$ cat src/rtl/pc_ras.sv
// Fetch-stage program counter with a circular return-address stack.
// Optional sticky stack error flag: define PC_STACK_ERR_EN to enable.
module pc_ras #(
    parameter int D = 12,
    parameter int DEPTH = 4,
    parameter logic [D-1:0] RESET_ADDR = '0
) (
    input  logic                         clk,
    input  logic                         reset,
    input  logic                         stall,
    input  logic                         jump_en,
    input  logic                         abs_en,
    input  logic                         call_en,
    input  logic                         ret_en,
    input  logic [D-1:0]                 target,
    output logic [D-1:0]                 prog_ctr,
    output logic [$clog2(DEPTH+1)-1:0]   stack_depth,
    output logic                         stack_full,
    output logic                         stack_empty,
    output logic                         stack_err
);

    localparam int PW = $clog2(DEPTH);
    localparam int DW = $clog2(DEPTH+1);

    logic [D-1:0]  ras [DEPTH];
    logic [PW-1:0] wr_ptr;
    logic [PW-1:0] top_ptr;
    logic [PW-1:0] adv_ptr;
    logic [D-1:0]  pc_inc;
    logic [D-1:0]  pc_nxt;
    logic [DW-1:0] depth_nxt;
    logic [PW-1:0] ptr_nxt;
    logic          do_push;

    // Circular pointer helpers: wr_ptr names the next free slot, which is
    // also the oldest entry once the stack is full.
    always_comb begin
        pc_inc  = prog_ctr + D'(1);
        top_ptr = (wr_ptr == '0) ? PW'(DEPTH-1) : wr_ptr - PW'(1);
        adv_ptr = (wr_ptr == PW'(DEPTH-1)) ? '0 : wr_ptr + PW'(1);
    end

    // Next-state selection in priority order: ret > call > abs > jump > inc.
    always_comb begin
        pc_nxt    = pc_inc;
        depth_nxt = stack_depth;
        ptr_nxt   = wr_ptr;
        do_push   = 1'b0;
        if (ret_en) begin
            if (!stack_empty) begin
                pc_nxt    = ras[top_ptr];
                depth_nxt = stack_depth - DW'(1);
                ptr_nxt   = top_ptr;
            end
        end else if (call_en) begin
            pc_nxt  = target;
            ptr_nxt = adv_ptr;
            do_push = 1'b1;
            if (!stack_full) begin
                depth_nxt = stack_depth + DW'(1);
            end
        end else if (abs_en) begin
            pc_nxt = target;
        end else if (jump_en) begin
            pc_nxt = prog_ctr + target;
        end
    end

    // PC, stack pointer and registered depth flags.
    always_ff @(posedge clk) begin
        if (reset) begin
            prog_ctr    <= RESET_ADDR;
            stack_depth <= '0;
            stack_full  <= 1'b0;
            stack_empty <= 1'b1;
            wr_ptr      <= '0;
        end else if (!stall) begin
            prog_ctr    <= pc_nxt;
            stack_depth <= depth_nxt;
            stack_full  <= (depth_nxt == DW'(DEPTH));
            stack_empty <= (depth_nxt == '0);
            wr_ptr      <= ptr_nxt;
        end
    end

    // Return-address storage; contents are don't-care after reset.
    always_ff @(posedge clk) begin
        if (!reset && !stall && do_push) begin
            ras[wr_ptr] <= pc_inc;
        end
    end

`ifdef PC_STACK_ERR_EN
    logic err_q;
    logic err_hit;

    // Overflow is a call that wins arbitration while full; underflow is a
    // return while empty.
    always_comb begin
        err_hit = (ret_en && stack_empty) ||
                  (!ret_en && call_en && stack_full);
    end

    // Sticky error flag, cleared only by reset.
    always_ff @(posedge clk) begin
        if (reset) begin
            err_q <= 1'b0;
        end else if (!stall && err_hit) begin
            err_q <= 1'b1;
        end
    end

    assign stack_err = err_q;
`else
    assign stack_err = 1'b0;
`endif

endmodule

$ cat config.mk
export PLATFORM = sky130hd
export DESIGN_NAME = pc_ras
export DESIGN_NICKNAME = d
export VERILOG_FILES = /design/src/rtl/pc_ras.sv
export SDC_FILE = /design/constraint.sdc
export NUM_CORES = 1
export LEC_CHECK = 0
export BUFFER_PORTS_ARGS = -buffer_cell sky130_fd_sc_hd__buf_2
export CORE_MARGIN = 10
export CORE_UTILIZATION = 45
export DETAILED_ROUTE_END_ITERATION = 7
export PLACE_DENSITY = 0.6
export SYNTH_ARGS = -nofsm -noshare
export SYNTH_HDL_FRONTEND = slang
export SYNTH_SLANG_ARGS = --single-unit
$ cat constraint.sdc
create_clock -name clk -period 4 [get_ports clk]
set_input_delay 0.8 -clock clk [delete_from_list [all_inputs] [get_ports clk]]
set_output_delay 0.8 -clock clk [all_outputs]
set_load 0.005 [all_outputs]
==> results of run 1 <==
[cell usage after synthesis (6+ instances only)]
cell type	count	area share (%)
mux2i_1	8	2.0
clkbuf_1	10	0.96
inv_1	13	1.2
nand3_1	7	0.89
xnor2_1	11	2.5
nand2_1	25	2.4
nand2b_1	6	0.96
nor2_1	29	2.8
a21oi_1	27	3.4
ha_1	18	5.7
a211oi_1	8	1.5
o21ai_0	9	1.1
nor3_1	8	1.0
dfxtp_1	19	9.7
mux4_2	12	6.9
edfxtp_1	48	37
[stage by stage]
step / total power [mW] / util [%]
5_1_grt: 1.712 / 50.74
3_3_place_gp: 1.135 / 48.70
4_1_cts: 1.640 / 50.74
6_report: 1.631 / 50.74
3_5_place_dp: 1.138 / 48.70
2_1_floorplan: 1.038 / -
[cells by family (layout without fill, tap and decap cells)]
group / count (synthesis) / in the layout / share of synthesized area [%]
simple gates: 106 / 106 / 13.73
compound gates: 91 / 91 / 16.09
flops: 67 / 67 / 46.38
buf+inv: 34 / 70 / 3.536
mux: 25 / 25 / 10.35
fa+ha+maj: 19 / 19 / 6.244
xor+xnor: 16 / 16 / 3.568
other cells: 1 / 1 / 0.09548
[per-layer routing]
| metal | global-route usage, % | vias to the layer above | routed length, µm |
|---|---|---|---|
| met3 | 4.357 | 10 | 685 |
| met5 | 0 | - | 0 |
| met1 | 20.14 | 1449 | 4482 |
| met4 | 4.399 | 0 | 113 |
| li1 | - | 1419 | - |
| met2 | 26.46 | 117 | 4980 |
[how the worst min path moves through the flow]
stage | slack [ns] | cells past startpoint | from | endpoint
6_report | 0.51 | 2 | stack_depth[2] | stack_depth[2]
5_1_grt | 0.57 | 2 | stack_depth[2] | stack_depth[2]
4_1_cts | 0.52 | 2 | stack_depth[2] | stack_depth[2]
3_3_place_gp | 0.49 | 2 | stack_depth[2] | stack_depth[2]
3_5_place_dp | 0.51 | 2 | stack_depth[2] | stack_depth[2]
2_1_floorplan | 0.49 | 2 | stack_depth[2] | stack_depth[2]
[state kept, by name, indices dropped and copies added, names as in the netlist]
| signal | cells |
|---|---|
| stack_depth | 3 |
| ras | 48 |
| stack_full | 1 |
| prog_ctr | 12 |
| wr_ptr | 2 |
| stack_empty | 1 |
[critical path, stage by stage (launching register included)]
cell	delay [ns]
dfxtp_1	0.52
ha_1	0.31
inv_1	0.08
fa_1	0.40
nor2b_1	0.18
o31a_1	0.25
o211ai_1	0.15
a21oi_1	0.17
mux2_2	0.35
a21oi_1	0.11
[power groups by stage]
stage          combinational [mW]  sequential [mW]  clock (mW)
2_1_floorplan               0.231            0.806           0
6_report                    0.315            0.809       0.507
3_5_place_dp                0.314            0.824           0
3_3_place_gp                0.312            0.823           0
5_1_grt                     0.350            0.812       0.550
4_1_cts                     0.316            0.808       0.516
[layout make-up]
type	count	area (µm²)	share of cell area [%]
Timing Repair Buffer	39	205.2	4.706
Sequential cell	67	1822	41.78
Clock buffer	9	123.9	2.841
Inverter	15	56.30	1.291
Multi-Input combinational cell	258	1967	45.11
Clock inverter	7	51.30	1.176
Tap cell	108	135.1	3.099
==> flow_summary.ini, run 1 <==
[cts]
clkTransAtPathRegs_ns = 0.08
clk_path_buf_depth = 2
insertion_delay_ns = 0.34
cts_sinks = 67
cts_buffers = 9
post_cts_buffers = 0
cts-root-buf = clkbuf_8
htree_levels = 3
cts_resized = 0
postCtsHoldBufs = 0
cts_tree = yes

[grt]
overflow = 0
antenna_found_initial = 0
grt_use_total_pct = 16.01
grt_max_degree = 32
grt_pass1_wl_mm = 16.30
grt_pass1_vias = 2962

[placed_design]
dp_slack_ns = 1.124
hpwlAfterDp_mm = 7.165
numPlacedInstances = 487
placed_area_um2 = 4185
portBuffers = 35
place.gp.congestion = 0.8033

[worst_setup_path]
worstPathRequired_ns = 4.28
endpoint = prog_ctr[10]
rrSetupSlack_ns = 1.41
cp-start-kind = register
worstPathMaxFanout = 8
worst_ep_arrival_time_ns = 2.87
timing.rr.start = prog_ctr[0]
startpoint = prog_ctr[0]
endpoint_kind = register
r2r_end = prog_ctr[10]
r2r_cells = 9
critPathKind = reg2reg

[power]
power_frac_seq_pct = 49.6
ir_drop_mv = 0.1529
internal-power_mw = 1.135
power_density_nw_per_um2 = 373.9
switching_share_pct = 30.38
p_sw_mw = 0.4953
power.leakage_nw = 1.617
combPwrFrac_pct = 19.3
p_clk_share_pct = 31.1

[timing]
fin_crit_sh_pct = 64.68
whs_ns = 0.5099
rsz0062_at_grt = no
relSlewSlack_pct = 28.96
min_period_ns = 2.587
setup_violations = 0
hold_violations = 0
skew_ns = 0.008126
max_freq_mhz = 386.5
fin_ws_ns = 1.413
worst_pin_slew_ns = 1.064
setup_tns_ns = 0
finalMaxSlewViolations = 0

[synthesis]
synth_warnings = 0
netlist_instances = 359
syn_avg_cell_area_um2 = 10.94
synthFlopType = edfxtp_1
synth.lib_cells_used.distinct = 64
synth-seq-cells = 67
synth_edf_count = 48
synth_async_sr_flop_share_pct = 0
syn-cell-area_um2 = 3928
yosysSeqAreaShare_pct = 46.38
synthesis.nets = 397

[floorplanning]
dieArea_um2 = 12860
ios = 37
dieHeight_um = 113.4
rows = 34
die_w_um = 113.4
design.core.area_um2 = 8593
floorplan.initialDensity_pct = 45.70

[finish]
stdcell_area_um2 = 4360
fillCellCount = 780
finalNetCount = 428
drive_gt1_share_pct = 20.76
n_antenna_cell = 0
area_growth_syn_to_layout_pct = 11.02
final_cells = 503
layout_common_cells = 48 x edfxtp_1, 35 x buf_2, 29 x nor2_1, 27 x a21oi_1, 25 x nand2_1
final_common_cell = edfxtp_1

[job]
maxCapViolations = 0

[drt]
first_iter_violations = 243
viasPerCell = 5.954
ant_nets = 0
firstDrtPassIters = 4
wire_per_inst_um = 20.40
vias = 2995
drt_wl_total_mm = 10.26
route.detailed.drc = 0

[outcome]
status = finished clean

[hold_path]
hp-class = reg2reg
No activity file was read; power rests on OpenSTA's default activity.
==> run 2: changes to the inputs <==
--- a/config.mk
+++ b/config.mk
@@ -9,7 +9,7 @@
 export CORE_MARGIN = 10
 export CORE_UTILIZATION = 45
 export DETAILED_ROUTE_END_ITERATION = 7
-export PLACE_DENSITY = 0.6
+export PLACE_DENSITY = 0.63
 export SYNTH_ARGS = -nofsm -noshare
 export SYNTH_HDL_FRONTEND = slang
 export SYNTH_SLANG_ARGS = --single-unit
==> constraint.sdc (replaced) <==
create_clock -name clk -period 2.2 [get_ports clk]
set_input_delay 0.44 -clock clk [delete_from_list [all_inputs] [get_ports clk]]
set_output_delay 0.44 -clock clk [all_outputs]
set_load 0.005 [all_outputs]
==> run 2 against run 1 <==
- hold slack got worse by 0.13 ns
- clock-buffer cell count is the same
- largest power group unchanged
- highest routed layer unchanged
- setup slack lost 1.4 ns
- clock skew fell by 0.00090 ns
- largest cell class unchanged
- flip-flop and latch count stayed put
- power up 100%
- via count grew 4.4%
- design area up 9.3%
- critical path type unchanged
- critical endpoint unchanged
- combinational power is 110% higher
==> flow_summary.ini, run 2 (same netlist as run 1, synthesis figures left out) <==
[grt]
grt_use_total_pct = 16.36
overflow = 0
grt_max_degree = 19
grt_pass1_vias = 3159
grt_pass1_wl_mm = 16.70
antenna_found_initial = 0

[floorplanning]
dieHeight_um = 113.4
rows = 34
design.core.area_um2 = 8593
die_w_um = 113.4
ios = 37
floorplan.initialDensity_pct = 45.70
dieArea_um2 = 12860

[drt]
route.detailed.drc = 0
first_iter_violations = 239
firstDrtPassIters = 5
vias = 3128
ant_nets = 0
drt_wl_total_mm = 10.32
wire_per_inst_um = 19.23
viasPerCell = 5.825

[worst_setup_path]
critPathKind = reg2reg
endpoint_kind = register
worstPathRequired_ns = 2.43
worstPathMaxFanout = 3
cp-start-kind = register
worst_ep_arrival_time_ns = 2.37

[finish]
layout_common_cells = 48 x edfxtp_1, 35 x buf_2, 32 x buf_4, 29 x nor2_1, 27 x a21oi_1
final_common_cell = edfxtp_1
regMostFlops = ras
area_growth_syn_to_layout_pct = 21.38
n_antenna_cell = 0
top_regs = ras: 48 flops, prog_ctr: 12 flops, stack_depth: 3 flops
drive_gt1_share_pct = 29.14
finalNetCount = 462
final_cells = 537
largest_reg_flops = 48

[timing]
max_freq_mhz = 466.4
hold_violations = 0
setup_tns_ns = 0
skew_ns = 0.007225
finalMaxSlewViolations = 0
whs_ns = 0.3807
setup_violations = 0
min_period_ns = 2.144
fin_crit_sh_pct = 97.45
rsz0062_at_grt = yes

[cts]
clkTransAtPathRegs_ns = 0.08
cts_tree = yes
cts-root-buf = clkbuf_8
cts_buffers = 9
insertion_delay_ns = 0.34
cts_sinks = 67
clk_path_buf_depth = 2
htree_levels = 3

[placed_design]
numPlacedInstances = 520
portBuffers = 35
hpwlAfterDp_mm = 7.587
place.gp.congestion = 0.8707

[power]
p_total_mw = 3.268
power_density_nw_per_um2 = 685.5
ir_drop_mv = 0.4863
power.leakage_nw = 1.831

[outcome]
status = finished clean

[hold_path]
hp-class = in2reg

[job]
maxCapViolations = 0
==> run 2: changes by cell type in the layout (fill, tap and decap cells not counted), sizes merged <==
cell | before | now
buf | 39 | 73
bufinv | 0 | 2
clkinv | 5 | 4
inv | 15 | 14
==> run 2: worst max-delay path, cell delays in order (launching register included) <==
cell	delay, ns
dfxtp_2	0.35
buf_4	0.12
ha_2	0.20
and4_4	0.25
or3b_4	0.39
xnor2_1	0.17
a21o_1	0.20
a221oi_2	0.26
a21oi_1	0.09
==> run 2: power breakdown <==
part / leakage [nW] / internal, mW / switching, mW
Clock: 0.106 / 0.646 / 0.507
Combinational: 1.13 / 0.312 / 0.361
Sequential: 0.598 / 1.40 / 0.0420
==> run 2: layer usage <==
layer | vias up | GRT usage, % | share of wire, % | wire [µm]
li1 | 1486 | - | - | -
met1 | 1544 | 20.21 | 43 | 4475
met2 | 89 | 27.88 | 49 | 5073
met3 | 9 | 3.727 | 6.4 | 657
met4 | 0 | 4.738 | 1.1 | 116
met5 | - | 0 | 0 | 0
==> run 2: final timing paths <==
path             startpoint        endpoint  slack (ns)  cells past startpoint
max             prog_ctr[0]    prog_ctr[10]        0.06                      8
min                   reset  stack_depth[0]        0.38                      2
max reg2reg     prog_ctr[0]    prog_ctr[10]        0.06                      8
min reg2reg  stack_depth[2]  stack_depth[2]        0.50                      2
==> run 2: timing repair <==
| action | in CTS | in global routing |
|---|---|---|
| buffers inserted | 1 | 0 |
| pin swaps | 2 | 4 |
| resized for setup | 4 | 5 |
| cloned | 0 | 0 |
| endpoints found under the setup margin | 2 | 3 |
| hold buffers | 0 | 0 |
==> run 2: per-stage QoR <==
stage	utilization, %	setup WS [ns]	cell area [µm²]
after global placement	52.46	-0.1706	4508
after global routing	55.47	-0.01379	4767
after CTS	55.26	0.01965	4748
final	55.47	0.05613	4767
after detailed placement	52.46	-0.2067	4508
after floorplan	-	0.01659	3936
==> run 2: area by class of cell <==
type                       count  area [µm²]
inverter                      15       56.30
clock inverter                 7       101.3
timing repair buffer          73       535.5
multi-input combinational    258        1991
clock buffer                   9       123.9
fill                         773        3826
tap                          108       135.1
sequential                    67        1824
